--- src/rtl/cc_mir_sequencer_pkg.sv ---
// Shared definitions for the microprogram sequencer.
// Contents: datapath widths, MIR bit positions, COND encodings, FSM states,
//           and the fixed prefix bit of a decode-dispatch address.
package cc_mir_sequencer_pkg;

   localparam int DATAWIDTH_MIR       = 41;
   localparam int DATAWIDTH_CSADDR    = 11;
   localparam int DATAWIDTH_REG_FIELD = 6;
   localparam int DATAWIDTH_ALU_OP    = 4;
   localparam int DATAWIDTH_IR        = 32;
   localparam int DATAWIDTH_COND      = 3;

   // MIR layout, LSB position of each field
   localparam int MIR_A_LSB     = 35;
   localparam int MIR_AMUX      = 34;
   localparam int MIR_B_LSB     = 28;
   localparam int MIR_BMUX      = 27;
   localparam int MIR_C_LSB     = 21;
   localparam int MIR_CMUX      = 20;
   localparam int MIR_RD        = 19;
   localparam int MIR_WR        = 18;
   localparam int MIR_ALU_LSB   = 14;
   localparam int MIR_COND_LSB  = 11;
   localparam int MIR_JADDR_LSB = 0;

   typedef enum logic [2:0] {
      COND_INC    = 3'b000,
      COND_N      = 3'b001,
      COND_Z      = 3'b010,
      COND_V      = 3'b011,
      COND_C      = 3'b100,
      COND_IR13   = 3'b101,
      COND_DECODE = 3'b110,
      COND_JUMP   = 3'b111
   } cond_e;

   typedef enum logic [2:0] {
      ST_FETCH  = 3'd0,
      ST_LOAD   = 3'd1,
      ST_EXEC   = 3'd2,
      ST_MEMW   = 3'd3,
      ST_HALTED = 3'd4
   } state_e;

   // Decode dispatch lands in the upper half of the control store
   localparam logic CS_DECODE_PREFIX = 1'b1;

endpackage

--- src/rtl/cc_mir_sequencer_if.sv ---
// Bus between the sequencer and its surroundings (control-store ROM,
// IR/PSR sources, memory handshake, CC_MUX field consumers).
//   master : sequencer side (drives ROM address, MIR fields, strobes)
//   slave  : environment side (drives ROM data, IR, flags, ACK, HALT)
interface cc_mir_sequencer_if;
   import cc_mir_sequencer_pkg::*;

   logic [DATAWIDTH_CSADDR-1:0]    rom_addr;
   logic [DATAWIDTH_MIR-1:0]       rom_data;
   logic [DATAWIDTH_IR-1:0]        ir;
   logic [3:0]                     psr_nzvc;
   logic                           mem_ack;
   logic                           halt;
   logic [DATAWIDTH_REG_FIELD-1:0] a_field;
   logic [DATAWIDTH_REG_FIELD-1:0] b_field;
   logic [DATAWIDTH_REG_FIELD-1:0] c_field;
   logic                           amux;
   logic                           bmux;
   logic                           cmux;
   logic [DATAWIDTH_ALU_OP-1:0]    alu;
   logic                           rd;
   logic                           wr;
   logic                           exec;

   modport master (
      output rom_addr, a_field, b_field, c_field, amux, bmux, cmux, alu, rd, wr, exec,
      input  rom_data, ir, psr_nzvc, mem_ack, halt
   );

   modport slave (
      input  rom_addr, a_field, b_field, c_field, amux, bmux, cmux, alu, rd, wr, exec,
      output rom_data, ir, psr_nzvc, mem_ack, halt
   );

endinterface

--- src/rtl/cc_mir_sequencer_next_addr.sv ---
// cc_next_addr_logic: combinational next control-store address.
//   csai      in  current control-store address
//   cond      in  MIR COND field
//   jaddr     in  MIR JADDR field
//   ir        in  instruction register
//   nzvc      in  PSR flags {n,z,v,c}
//   next_csai out next address; CSAI+1 for sequential or untaken branch
module cc_next_addr_logic
   import cc_mir_sequencer_pkg::*;
(
   input  logic [DATAWIDTH_CSADDR-1:0] csai,
   input  logic [DATAWIDTH_COND-1:0]   cond,
   input  logic [DATAWIDTH_CSADDR-1:0] jaddr,
   input  logic [DATAWIDTH_IR-1:0]     ir,
   input  logic [3:0]                  nzvc,
   output logic [DATAWIDTH_CSADDR-1:0] next_csai
);

   logic [DATAWIDTH_CSADDR-1:0] inc;
   logic                        unused_ir;

   // Plain 11-bit add: 2047 rolls over to 0
   assign inc       = csai + 11'd1;
   assign unused_ir = ^{ir[29:25], ir[18:14], ir[12:0]};

   always_comb begin
      next_csai = inc;
      case (cond_e'(cond))
         COND_N:      if (nzvc[3]) next_csai = jaddr;
         COND_Z:      if (nzvc[2]) next_csai = jaddr;
         COND_V:      if (nzvc[1]) next_csai = jaddr;
         COND_C:      if (nzvc[0]) next_csai = jaddr;
         COND_IR13:   if (ir[13])  next_csai = jaddr;
         // op / op3 dispatch, 4 words per decoded instruction
         COND_DECODE: next_csai = {CS_DECODE_PREFIX, ir[31:30], ir[24:19], 2'b00};
         COND_JUMP:   next_csai = jaddr;
         default:     next_csai = inc;
      endcase
   end

endmodule

--- src/rtl/cc_mir_sequencer.sv ---
// cc_mir_sequencer: microprogram sequencer and MIR register.
//   clk    in  system clock, rising edge
//   rst_n  in  asynchronous reset, active low
//   bus    master modport: ROM address/data, IR, flags, memory handshake,
//          HALT request, MIR field outputs and RD/WR/EXEC strobes
// One microinstruction takes FETCH -> LOAD -> EXEC; a memory request parks
// in MEMW until ACK, and HALT parks in HALTED at the instruction boundary.
module cc_mir_sequencer
   import cc_mir_sequencer_pkg::*;
(
   input  logic                 clk,
   input  logic                 rst_n,
   cc_mir_sequencer_if.master   bus
);

   state_e                      state, state_nxt;
   logic [DATAWIDTH_CSADDR-1:0] csai, csai_nxt;
   logic [DATAWIDTH_MIR-1:0]    mir;
   logic                        mir_rd, mir_wr, mem_req;
   logic                        exec_s, rd_s, wr_s;

   // RD wins when both request bits are set
   assign mir_rd  = mir[MIR_RD];
   assign mir_wr  = mir[MIR_WR] & ~mir[MIR_RD];
   assign mem_req = mir[MIR_RD] | mir[MIR_WR];

   cc_next_addr_logic u_next_addr (
      .csai      (csai),
      .cond      (mir[MIR_COND_LSB +: DATAWIDTH_COND]),
      .jaddr     (mir[MIR_JADDR_LSB +: DATAWIDTH_CSADDR]),
      .ir        (bus.ir),
      .nzvc      (bus.psr_nzvc),
      .next_csai (csai_nxt)
   );

   always_ff @(posedge clk or negedge rst_n) begin
      if (!rst_n) begin
         state <= ST_FETCH;
         csai  <= '0;
         mir   <= '0;
      end else begin
         state <= state_nxt;
         if (state == ST_LOAD) mir  <= bus.rom_data;
         if (state == ST_EXEC) csai <= csai_nxt;
      end
   end

   always_comb begin
      state_nxt = state;
      exec_s    = 1'b0;
      rd_s      = 1'b0;
      wr_s      = 1'b0;
      case (state)
         ST_FETCH: state_nxt = ST_LOAD;
         ST_LOAD:  state_nxt = ST_EXEC;
         ST_EXEC: begin
            exec_s = 1'b1;
            rd_s   = mir_rd;
            wr_s   = mir_wr;
            if (mem_req)       state_nxt = ST_MEMW;
            else if (bus.halt) state_nxt = ST_HALTED;
            else               state_nxt = ST_FETCH;
         end
         ST_MEMW: begin
            rd_s = mir_rd;
            wr_s = mir_wr;
            if (bus.mem_ack) state_nxt = bus.halt ? ST_HALTED : ST_FETCH;
         end
         ST_HALTED: if (!bus.halt) state_nxt = ST_FETCH;
         default:   state_nxt = ST_FETCH;
      endcase
   end

   // ROM samples CSAI on the edge that ends FETCH
   assign bus.rom_addr = csai;
   assign bus.a_field  = mir[MIR_A_LSB +: DATAWIDTH_REG_FIELD];
   assign bus.amux     = mir[MIR_AMUX];
   assign bus.b_field  = mir[MIR_B_LSB +: DATAWIDTH_REG_FIELD];
   assign bus.bmux     = mir[MIR_BMUX];
   assign bus.c_field  = mir[MIR_C_LSB +: DATAWIDTH_REG_FIELD];
   assign bus.cmux     = mir[MIR_CMUX];
   assign bus.alu      = mir[MIR_ALU_LSB +: DATAWIDTH_ALU_OP];
   assign bus.exec     = exec_s;
   assign bus.rd       = rd_s;
   assign bus.wr       = wr_s;

endmodule

--- src/flat_wrapper.sv ---
// flat-port wrapper written by rule: the top's interface ports become plain ports
module cc_mir_sequencer_flat import cc_mir_sequencer_pkg::*;
  (clk, rst_n, bus_rom_addr, bus_a_field, bus_b_field, bus_c_field, bus_amux, bus_bmux, bus_cmux, bus_alu, bus_rd, bus_wr, bus_exec, bus_rom_data, bus_ir, bus_psr_nzvc, bus_mem_ack, bus_halt);
  cc_mir_sequencer_if bus_i ();
  input  logic clk;
  input  logic rst_n;
  output wire logic [$bits(bus_i.rom_addr)-1:0] bus_rom_addr;
  output wire logic [$bits(bus_i.a_field)-1:0] bus_a_field;
  output wire logic [$bits(bus_i.b_field)-1:0] bus_b_field;
  output wire logic [$bits(bus_i.c_field)-1:0] bus_c_field;
  output wire logic [$bits(bus_i.amux)-1:0] bus_amux;
  output wire logic [$bits(bus_i.bmux)-1:0] bus_bmux;
  output wire logic [$bits(bus_i.cmux)-1:0] bus_cmux;
  output wire logic [$bits(bus_i.alu)-1:0] bus_alu;
  output wire logic [$bits(bus_i.rd)-1:0] bus_rd;
  output wire logic [$bits(bus_i.wr)-1:0] bus_wr;
  output wire logic [$bits(bus_i.exec)-1:0] bus_exec;
  input wire logic [$bits(bus_i.rom_data)-1:0] bus_rom_data;
  input wire logic [$bits(bus_i.ir)-1:0] bus_ir;
  input wire logic [$bits(bus_i.psr_nzvc)-1:0] bus_psr_nzvc;
  input wire logic [$bits(bus_i.mem_ack)-1:0] bus_mem_ack;
  input wire logic [$bits(bus_i.halt)-1:0] bus_halt;
  assign bus_rom_addr = bus_i.rom_addr;
  assign bus_a_field = bus_i.a_field;
  assign bus_b_field = bus_i.b_field;
  assign bus_c_field = bus_i.c_field;
  assign bus_amux = bus_i.amux;
  assign bus_bmux = bus_i.bmux;
  assign bus_cmux = bus_i.cmux;
  assign bus_alu = bus_i.alu;
  assign bus_rd = bus_i.rd;
  assign bus_wr = bus_i.wr;
  assign bus_exec = bus_i.exec;
  assign bus_i.rom_data = bus_rom_data;
  assign bus_i.ir = bus_ir;
  assign bus_i.psr_nzvc = bus_psr_nzvc;
  assign bus_i.mem_ack = bus_mem_ack;
  assign bus_i.halt = bus_halt;
  cc_mir_sequencer u_core (.clk(clk), .rst_n(rst_n), .bus(bus_i));
endmodule
--- config.mk ---
export PLATFORM = sky130hd
export DESIGN_NAME = cc_mir_sequencer_flat
export DESIGN_NICKNAME = d
export VERILOG_FILES = /design/src/rtl/cc_mir_sequencer_pkg.sv /design/src/rtl/cc_mir_sequencer_if.sv /design/src/rtl/cc_mir_sequencer_next_addr.sv /design/src/rtl/cc_mir_sequencer.sv /design/src/flat_wrapper.sv
export SDC_FILE = /design/constraint.sdc
export NUM_CORES = 1
export LEC_CHECK = 0
export CORE_MARGIN = 2
export CORE_UTILIZATION = 39
export CTS_CLUSTER_SIZE = 30
export DETAILED_ROUTE_END_ITERATION = 10
export PLACE_DENSITY = 0.8
export SLEW_MARGIN = 20
export SYNTH_ARGS = -nofsm -noshare
export SYNTH_HDL_FRONTEND = slang
export SYNTH_HIERARCHICAL = 1
export SYNTH_SLANG_ARGS = --single-unit
--- constraint.sdc ---
create_clock -name clk -period 1.5 [get_ports clk]
set_input_delay 0.15 -clock clk [delete_from_list [all_inputs] [get_ports clk]]
set_output_delay 0.15 -clock clk [all_outputs]
set_load 0.01 [all_outputs]
# [Yosys cells after proc, flatten, opt, wreduce, memory -nomap -nowiden]
# Index checks and enable logic that the tools add are counted.
[totals] ff_bits=55 in_bits=81
[op_classes] n_eq_ne=13 bitwise_logic=3 reduce_logical=3 addsub=1 muxes=14
[op_table] cell="11-bit case mux with 7 select lines" n=1
[op_table] cell="11-bit two-way mux" n=5
[op_table] cell="3-bit equality test (second input constant)" n=5
[op_table] cell="3-bit case mux with 5 select lines" n=1
[op_table] cell="3-bit by 2-bit equality test with 1-bit output (second input constant)" n=4
[op_table] cell="3-bit two-way mux" n=4
[op_table] cell="11-bit by 1-bit adder with 11-bit output (second input constant)" n=1
[op_table] cell="3-bit by 1-bit equality test with 1-bit output (second input constant)" n=2
[op_table] cell="2-bit != test (second input constant)" n=2
[op_table] cell="3-bit zero test" n=1
[op_table] cell="1-bit two-way mux" n=3
[op_table] cell="2-bit AND reduction" n=1
[op_table] cell="2-bit OR reduction" n=1
[op_table] cell="1-bit AND" n=1
[op_table] cell="1-bit inverter" n=1
[op_table] cell="1-bit OR" n=1

# [Logic depth before layout (Yosys ltp)]
# Gate-level depths: netlist of the first run.
[depth] word_depth=3 mapped_depth=7

# [By module]
# The synthesis of the first run kept the hierarchy.
[modules_own_cells] module="cc_mir_sequencer" instances=1 cells_each=152 area_each_um2=2318.5
[modules_own_cells] module="cc_next_addr_logic" instances=1 cells_each=101 area_each_um2=666.9

# [Least setup slack after synthesis of the first run]
# Ideal clock, no wire load.
[synth_path] kind="flip-flop to flip-flop" startpoint="register u_core.csai[0] (netlist: u_core/bus.rom_addr[0])" endpoint="register u_core.csai[10] (netlist: u_core/bus.rom_addr[10])" path_slack_ns=-0.118 arrival_ns=1.493 setup_time_ns=0.125 synth_period_minus_slack_ns=1.618 stages_incl_launch_ff=7 required_ns=1.375 cell_sequence="dfrtp_1 -> ha_1 -> and4_1 -> nand4_1 -> xor2_1 -> o221ai_1 -> mux2_2"
[synth_between] elab_chain_len=3 elab_cells_between_ends=7 cone_classes="add/sub (1); mux (6)"
[synth_lines] item="start, declared" line="cc_mir_sequencer.sv:17" rtl="logic [DATAWIDTH_CSADDR-1:0] csai, csai_nxt;"
[synth_lines] item="start signal, assigned" line="cc_mir_sequencer.sv:44" rtl="if (state == ST_EXEC) csai <= csai_nxt;"
[synth_lines] item="11-bit by 1-bit adder with 11-bit output *" line="cc_mir_sequencer_next_addr.sv:23" rtl="assign inc = csai + 11'd1;"
[synth_lines] item="11-bit two-way mux, on equally long branches"
[synth_lines] item="11-bit case mux with 7 select lines *" line="cc_mir_sequencer_next_addr.sv:28" rtl="case (cond_e'(cond))"
[synth_lines] item="net u_core.csai_nxt[10]" line="cc_mir_sequencer.sv:17"
# The timed path passes the listed nets; every way through them passes the cells marked *.
# A chain may end at the register's enable or synchronous reset.

# [Worst setup path after layout of the first run]
[layout_path] startpoint="register u_core.mir[12]" endpoint="register u_core.csai[1] (netlist: u_core/bus.rom_addr[1])"
[layout_between] elab_chain_len=2 elab_cells_between_ends=8 cone_classes="eq/ne (7); mux (1)"
[layout_lines] item="start, declared" line="cc_mir_sequencer.sv:18" rtl="logic [DATAWIDTH_MIR-1:0] mir;"
[layout_lines] item="start signal, assigned" line="cc_mir_sequencer.sv:43" rtl="if (state == ST_LOAD) mir <= bus.rom_data;"
[layout_lines] item="3-bit equality test, or another cell as far along" line="cc_mir_sequencer_next_addr.sv:28"
[layout_lines] item="11-bit case mux with 7 select lines *" line="cc_mir_sequencer_next_addr.sv:28"
[layout_lines] item="net u_core.csai_nxt[1]" line="cc_mir_sequencer.sv:17"
# Marks and branches as above.

==> results of run 1 <==
[power by group through the flow]
| stage | clock (mW) | sequential (mW) | combinational [mW] |
|---|---|---|---|
| floorplan | 0 | 2.77 | 3.43 |
| global placement | 0 | 2.84 | 5.10 |
| detailed placement | 0 | 2.89 | 5.23 |
| CTS | 1.09 | 2.82 | 7.41 |
| global route | 1.15 | 2.98 | 8.41 |
| finish | 1.07 | 2.87 | 7.92 |
[state kept, by name (all words and copies together) (netlist names)]
signal and count:
u_core/bus.rom_addr 11, u_core/mir 41, u_core/state 3
[per-stage QoR]
stage / instance area, µm² / hold slack, ps / setup TNS [ps] / instances / worst slack [ps]
global placement: 4090 / 176 / -3390 / 445 / -334
CTS: 4850 / 362 / -4930 / 483 / -189
global route: 5020 / 396 / -8300 / 488 / -285
floorplan: 3000 / -146 / -771 / 253 / -93.6
detailed placement: 4090 / 179 / -3550 / 445 / -352
finish: 5020 / 366 / -5070 / 488 / -176
[layout by cell type (no fill, tap or decap), types with 2 or more instances in the layout]
| master | instances |
|---|---|
| o21ai_0 | 7 |
| nor3b_1 | 2 |
| nand2_1 | 15 |
| buf_4 | 37 |
| clkbuf_8 | 6 |
| dfrtp_2 | 6 |
| dlygate4sd2_1 | 6 |
| mux2_4 | 48 |
| o211ai_1 | 3 |
| o32ai_4 | 2 |
| or3b_1 | 2 |
| o221ai_2 | 5 |
| nand3_1 | 2 |
| nor2_2 | 2 |
| nand3b_1 | 2 |
| xor2_1 | 5 |
| buf_6 | 16 |
| mux2_2 | 5 |
| a21oi_1 | 5 |
| a21oi_2 | 2 |
| nor3b_4 | 2 |
| buf_12 | 7 |
| inv_1 | 8 |
| nand4_1 | 2 |
| nor2b_1 | 2 |
| buf_2 | 2 |
| o31ai_1 | 3 |
| clkdlybuf4s50_1 | 85 |
| nand2b_1 | 4 |
| dfrtp_1 | 49 |
| a311oi_1 | 2 |
| nor3_4 | 2 |
| buf_16 | 5 |
| xnor2_1 | 4 |
| nor2_1 | 2 |
[path summary, 6_finish.rpt]
kind / end / slack (ps)
hold reg to reg: u_core/mir[22] / 520
setup / recovery: u_core/bus.rom_addr[1] / -180
min in group clk: u_core/state[2] / 380
setup reg to reg: u_core/bus.rom_addr[1] / -180
hold / removal: u_core/bus.rom_addr[10] / 370
max in group asynchronous: u_core/mir[12] / 870
[cell type report]
class,count,area (µm²),share of cell area
repair buffers,162,1690,0.337
multi-input cells,156,1670,0.333
flip-flops and latches,55,1380,0.276
well taps,99,124,0.0247
clock buffers,6,82.6,0.0164
clock inverters,2,38.8,0.00772
inverters,8,30.0,0.00598
[cell families after synthesis]
family	count (synthesis)	synth area share
compound gates	41	0.0998
xor+xnor	9	0.0264
fa+ha+maj	1	0.00419
buf+inv	42	0.0997
flops	55	0.461
mux	53	0.200
simple gates	52	0.109
[per-layer routing]
layer	vias up	track usage
li1	1161	-
met1	1232	0.241
met2	92	0.357
met3	10	0.0705
met4	0	0.0455
met5	-	0
[worst max-delay path, cell delays in order, from the launching register on]
cell and delay [ps]:
dfrtp_2 480, buf_6 140, or3b_1 360, a21oi_2 170, o22ai_1 100, a32oi_1 200
mux2_4 170
[what timing repair did]
action,4_1_cts,5_1_grt
setup endpoints to repair,61,59
hold buffers,1,0
pin swaps,16,19
hold endpoints to repair,55,0
gates resized for setup,100,33
buffers inserted,25,9
cloned,6,0
==> flow_summary.toml, run 1 <==
[run_status]
run_status = "finished, violations left"
failed_checks = "negative setup slack"

[finish]
syn2layout_area_growth_pct = 68.2
finalNetCount = 470
antenna_cells_inserted = 0
finish.utilization = 0.685
layout-drive-gt1-share = 0.427
filler_cell_count = 531

[yosys]
synth_top_cells_by_count = "55 x dfrtp_1, 49 x mux2_2, 24 x buf_4, 16 x nand2_1"
synth-warning-count = 6
post_synth_num_cell_types = 48
synthesis.nets = 335
synth.cell_area_um2 = 2990
synth_seq_cells = 55
syn_inst = 253
ys_async_sr_fraction = 1.00
netlist_top_cells_area = "dfrtp_1 46%, mux2_2 18%, buf_4 6.0%"
avgSynthCellArea_um2 = 11.8
synth_edf_count = 0
yosys.cell_count.top_type = "dfrtp_1"
synthDominantCellAreaShare = 0.461
synth_area_leader_cell = "dfrtp_1"
ys.flop_type = "dfrtp_1"
post_synthesis_sequential_area_ratio = 0.461

[die]
die_height_um = 91.5
dieArea_um2 = 8370
start_util = 0.407
row_count = 31
core_area_um2 = 7330
pin_count = 120
chipWidth_um = 91.5

[power]
sequential_share_of_power = 0.242
power_density_nw_per_um2 = 2360
totalPowerFinal_mw = 11.9
power_leakage_nw = 2.17
power.switching_fraction = 0.343
power.share.clock = 0.090
intPower_mw = 7.79
worst_ir_drop_vdd_v = 0.00113
p_switching_mw = 4.07
comb_power_share = 0.668

[sta]
final_number_of_setup_violating_endpoints = 53
period_share = 1.12
minimum_period_implied_by_the_final_worst_setup_slack_ps = 1680
worst_pin_slew_ps = 412
fin_worst_skew_ps = 20.5
fin_ws_ps = -176
rsz_0062_raised_after_global_routing = "yes"
max_freq_mhz = 597
timing_hold_violations_final = 0
timing.final.max_slew_violations = 0
slew_headroom = 0.725

[job]
cap_violations = 0

[worst_setup_path]
regToRegStartpoint = "u_core/mir[12]"
kind_of_critical_path = "register to register"
reg2reg_depth = 6
crit_arrival_ps = 1920
critPathLaunchType = "register"
critPathMaxFanout = 6
worstSetupEndpointType = "register"
critical_path.startpoint = "u_core/mir[12]"
required_ps = 1750

[cts]
cts.reportedPaths.clkPinSlew_ps = 110
cts_inserted_buffers = 5
ctsLongestPathBuffers = 2
htreeDepth = 2
cts_root_buffer = "clkbuf_8"
worstSkewPairLatency_ps = 320
cts.sink_count = 55
cts_tree = "built"

[drt]
router_iterations_before_antenna_repair = 4
routed-wl-met3_um = 726
m1WireLength_um = 3320
detail_route.drc_violations = 0
via_per_inst = 5.11
wl_per_cell_um = 17.3
dr.first_iter.drc_count = 67
via_count = 2495
totalWireLength_um = 8440
top_layer_used = "met4"
drt.antenna.violating_nets = 0
routed-wl-met2_um = 4290

[grt]
first_global_vias = 2660
largest_net_degree_at_the_start_of_global_routing = 56
grt_pass1_wl_um = 13500
track_usage = 0.204
global_route.overflow_total = 0
antenna_found_initial = 0

[min_path]
holdCritPathClass = "input port to async pin"

[place]
place.detailed.hpwl_um = 5170
gpl.final_weighted_congestion = 0.904
number_of_port_buffers = 96
Note: power is estimated with default switching activity, not from simulation.
==> inputs of run 2 (changes only) <==
--- a/config.mk
+++ b/config.mk
@@ -10,6 +10,7 @@
 export CTS_CLUSTER_SIZE = 30
 export DETAILED_ROUTE_END_ITERATION = 10
 export PLACE_DENSITY = 0.8
+export SETUP_SLACK_MARGIN = 0.05
 export SLEW_MARGIN = 20
 export SYNTH_ARGS = -nofsm -noshare
 export SYNTH_HDL_FRONTEND = slang
==> constraint.sdc (replaced) <==
create_clock -name clk -period 1.5 [get_ports clk]
set_input_delay 0.15 -clock clk [delete_from_list [all_inputs] [get_ports clk]]
set_output_delay 0.15 -clock clk [all_outputs]
set_load 0.1 [all_outputs]
==> flow_summary.toml, run 2 (synthesis gave the netlist of run 1 again) <==
[sta]
minimum_period_implied_by_the_final_worst_setup_slack_ps = 1780
rsz_0062_raised_after_global_routing = "yes"
slew_headroom = 0.686
period_share = 1.19
fin_worst_skew_ps = 7.98
max_freq_mhz = 562
fin_ws_ps = -278
timing_hold_violations_final = 0
worst_pin_slew_ps = 470
final_number_of_setup_violating_endpoints = 39
timing.final.max_slew_violations = 0
hold_ws_ps = 361

[cts]
ctsLongestPathBuffers = 2
worstSkewPairLatency_ps = 310
htreeDepth = 2
cts_root_buffer = "clkbuf_8"
cts.reportedPaths.clkPinSlew_ps = 100
cts.sink_count = 55
cts_tree = "built"
cts_inserted_buffers = 5

[worst_setup_path]
critPathLaunchType = "register"
crit_arrival_ps = 1980
worstPathCellList = "buf_6 -> o21ai_4 -> a21boi_4 -> nor3_4 -> o221ai_1 -> mux2_4"
worstSetupEndpointType = "register"
slowest_delay_ps = 460
critPathMaxFanout = 7
required_ps = 1700
slowest_stage = "dfrtp_2"
worst-path-buf-inv = 1
critical_path.top_delay_family = "flip-flops"
kind_of_critical_path = "register to register"

[drt]
router_iterations_before_antenna_repair = 4
detail_route.drc_violations = 0
dr.first_iter.drc_count = 101
drt.antenna.violating_nets = 0
via_count = 2369
via_per_inst = 5.08
totalWireLength_um = 8110
wl_per_cell_um = 17.4

[die]
core_area_um2 = 7330
start_util = 0.407
die_height_um = 91.5
dieArea_um2 = 8370
pin_count = 120
chipWidth_um = 91.5
row_count = 31

[grt]
grt_pass1_wl_um = 12300
antenna_found_initial = 0
largest_net_degree_at_the_start_of_global_routing = 56
first_global_vias = 2519
track_usage = 0.183
global_route.overflow_total = 0

[finish]
finalNetCount = 448
antenna_cells_inserted = 0
mostFrequentLayoutCells = "56 x clkdlybuf4s50_1, 44 x mux2_4, 43 x buf_12"
largest_reg_flops = 41
layout-drive-gt1-share = 0.488
most_common_cell_after_layout_fill_and_taps_aside = "clkdlybuf4s50_1"
largest-register = "u_core/mir"
finish.instance_area_um2 = 5060
syn2layout_area_growth_pct = 69.5
final-instance-count-excl-fill = 466

[job]
cap_violations = 0

[place]
number_of_port_buffers = 96
preCtsSetupSlack_ps = -387
place.detailed.hpwl_um = 5360
gpl.final_weighted_congestion = 0.873
dp_cells = 446
detailed_place.area_um2 = 4550

[run_status]
run_status = "finished, violations left"
failed_checks = "negative setup slack"

[min_path]
holdCritPathClass = "input port to async pin"
## run 2: cell types whose count changed in the layout (fill, tap and decap cells not counted), sizes merged
cell	change
buf	+13
bufinv	-1
clkbuf	+1
clkdlybuf4s50	-29
clkinv	+1
clkinvlp	+1
dlygate4sd2	-6
dlymetal6s2s	-1
inv	-1
## run 2: cell type report
cell class                 instances  area (µm²)
clock inverter                     2        12.5
tap                               99         124
clock buffer                       6        72.6
timing repair buffer             140        1800
inverter                           8        30.0
sequential                        55        1410
multi-input combinational        156        1610
fill                             486        2270
## run 2: metal layers
metal	GRT usage	share of wire	vias to the layer above
li1	-	-	1109
met1	0.224	0.41	1161
met2	0.314	0.51	93
met3	0.0598	0.076	6
met4	0.0391	0.0057	0
met5	0	0	-
## run 2: path summary, 6_finish.rpt
kind / from / endpoint / depth (start not counted) / slack [ps]
hold reg to reg: u_core/mir[0] / u_core/mir[0] / 1 / 490
max in group asynchronous: rst_n / u_core/bus.rom_addr[8] / 3 / 840
min in group clk: bus_halt / u_core/state[2] / 2 / 390
setup reg to reg: u_core/mir[12] / u_core/bus.rom_addr[10] / 6 / -280
hold / removal: rst_n / u_core/mir[24] / 3 / 360
setup / recovery: u_core/mir[12] / u_core/bus.rom_addr[10] / 6 / -280
## run 2: worst reg2reg max path, delay by kind of cell (launching register included)
family                 cells  cell delay [ps]
DFF                        1              460
AOI/OAI and AO/OA          3              440
muxes                      1              280
buffers and inverters      1              150
and+or+nand+nor            1              340
## run 2: what timing repair did
item                                    4_1_cts  5_1_grt
hold buffers                                  1        0
cloned                                        0        4
setup buffers                                 5        2
endpoints found under the hold margin        55        0
pin swaps                                    14        6
gates resized for setup                      24       52
endpoints found under the setup margin       14       55
## run 2: metrics by stage
step / util / TNS (ps)
finish: 0.690 / -5610
global route: 0.690 / -7600
CTS: 0.651 / -2700
detailed placement: 0.621 / -3790
global placement: 0.621 / -3120
floorplan: - / -2030
Power of run 2 is left out: the tool's default activity adds up to more than one toggle a clock period on the data nets, which glitch-free logic cannot reach.
==> variant, RTL diff (config.mk and constraints of run 2) <==
Make the reset (`rst_n`) synchronous in one clocked block. Comments in the files are not updated.
--- a/src/rtl/cc_mir_sequencer.sv
+++ b/src/rtl/cc_mir_sequencer.sv
@@ -33,7 +33,7 @@
       .next_csai (csai_nxt)
    );
 
-   always_ff @(posedge clk or negedge rst_n) begin
+   always_ff @(posedge clk) begin
       if (!rst_n) begin
          state <= ST_FETCH;
          csai  <= '0;
Function: differs if rst_n is asserted again (counterexample within 4 cycles, from zero or initial values and one cycle with rst_n low); with rst_n held inactive, the same outputs for 10 cycles.
==> variant against run 2 <==
Sequential cell count unchanged. The run still ends with setup timing left. Global-route usage increased by 1.6 points. Core utilization decreased by 1.6 points. Routed wire length increased by 9.2%. Area after synthesis decreased by 4.0%. Worst setup slack improved by 0.023 ns. Final area decreased by 4.4%. Synthesized cell count increased by 43%.
Power is left out: it rests on default switching activity, and per cell area and clock period it moved more than threefold.
==> variant: results (changes against run 2) <==
status = finished with violations
failing checks = setup timing
placed insts = 540 (+21%)
Critical Path Sink Type = flop
initial DRC count = 178 (+76%)
worst-path maximum fanout = 7 (unchanged)
antenna violations before repair = 0 (unchanged)
CTS clk-pin slew, worst paths = 0.10 ns (about the same)
CP arrival = 1.95 ns (-0.03 ns)
Unique masters post-synth = 51 (+6.3%)
worst r2r src = u_core/mir[12]
FF-to-FF path depth = 6 (unchanged)
I/O Buffers = 96 (unchanged)
root buffer cell = clkbuf_8
Clock Tree Buf Depth = 2 (unchanged)
post-synthesis mux area share = 4.24% (-16 points)
hold wc startpoint = bus_halt
largest net degree at the start of global routing = 32 (-43%)
Nets = 548 (+22%)
worst setup margin = -0.256 ns (+0.0227 ns)
Adder-Cell Fraction of Synth Area = 0.437% (+0.018 points)
post-synthesis sequential area ratio = 38.4% (-7.7 points)
number of global-route vias before repair = 2854 (+13%)
DR pass1 iterations = 5 (+1)
clock latency at the later pin of the worst-skew pair = 0.31 ns (about the same)
async set-reset flop share out of synthesis = 0% (-100 points)
HPWL after DPL = 5.76 mm (+7.6%)
WL final = 8.86 mm (+9.2%)
first-pass GRT wire length = 13.3 mm (+8.2%)
slew at the pin closest to its max-slew limit = 0.508 ns (+0.0384 ns)
gr usage total = 19.9% (+1.6 points)
layout cells sized above 1 = 30.8% (-18 points)
XOR/XNOR share of the synthesized area = 2.75% (+0.11 points)
GPL Wtd Cong = 0.837 (-4.2%)
Cells after Synth = 361 (+43%)
Final Non-Filler Cells = 566 (+21%)
Reg with most FFs = u_core/mir
# setup viols final = 11 (-72%)
Tightest Hold Check Type = in2reg
clk_skew = 0.00849 ns (+0.000514 ns)
Setup crit start kind = flop
flip-flop count of the largest register after layout = 41 (unchanged)
main area contributors after synthesis = dfxtp_1 38%, nand2_1 13%, a21oi_1 8.2%
R2R Path End = u_core/bus.rom_addr[10]
Sum Neg Setup Slack = -1.67 ns (+3.94 ns)
Synth top cells by count = 100 x nand2_1, 55 x dfxtp_1, 47 x a21oi_1, 23 x buf_4, 15 x nor2_1
H-tree levels = 2 (unchanged)
yosys warns = 6 (unchanged)
via count = 2970 (+25%)
net count after synthesis = 443 (+32%)
Synth Area in Compound Gates = 17.4% (+7.4 points)
TritonCTS Buffers = 5 (unchanged)
[variant: what timing repair did]
action                                  4_1_cts  5_1_grt
pin swaps                                     6       16
setup buffers                                 3       13
gates resized for setup                      22       21
gates cloned                                  0        3
endpoints found under the setup margin       13       42
[variant: worst max-delay path: stages (launching register included)]
cell and delay, ns:
dfxtp_4 0.39, o21ai_0 0.28, a21boi_2 0.20, nor3_4 0.32
o221ai_1 0.19, mux2i_1 0.20, nor2_1 0.05
[variant: logic make-up after synthesis]
logic type | after synthesis
compound gates | 81
flops | 55
xor+xnor | 9
buf+inv | 53
simple gates | 150
mux | 12
fa+ha+maj | 1
[variant: worst min-delay path by stage]
stage	slack (ns)	depth (start not counted)	end
detailed placement	0.45	2	u_core/mir[5]
global route	0.36	3	u_core/state[2]
finish	0.36	3	u_core/state[2]
global placement	0.44	2	u_core/mir[5]
CTS	0.37	3	u_core/state[2]
floorplan	0.27	2	u_core/state[2]
[variant: layer usage]
layer	global-route usage (%)	routed length (um)	vias to the layer above
li1	-	-	1403
met1	22.4	3230	1354
met2	35.2	4390	179
met3	7.63	952	34
met4	5.90	279	0
met5	0	0	-
[variant: layout make-up]
class	count	area, um^2
clock buffer	6	72.6
clock inverter	2	38.8
fill	535	2340
inverter	9	33.8
multi-input combinational	253	1620
sequential	55	1150
tap	99	124
timing repair buffer	142	1800
[variant: metrics by stage]
step | instance area [um^2] | worst slack (ns) | hold WS (ns)
floorplan | 2980 | -0.174 | 0.268
CTS | 4600 | -0.0817 | 0.366
global placement | 4380 | -0.222 | 0.444
finish | 4840 | -0.256 | 0.363
global route | 4840 | -0.319 | 0.362
detailed placement | 4380 | -0.292 | 0.454
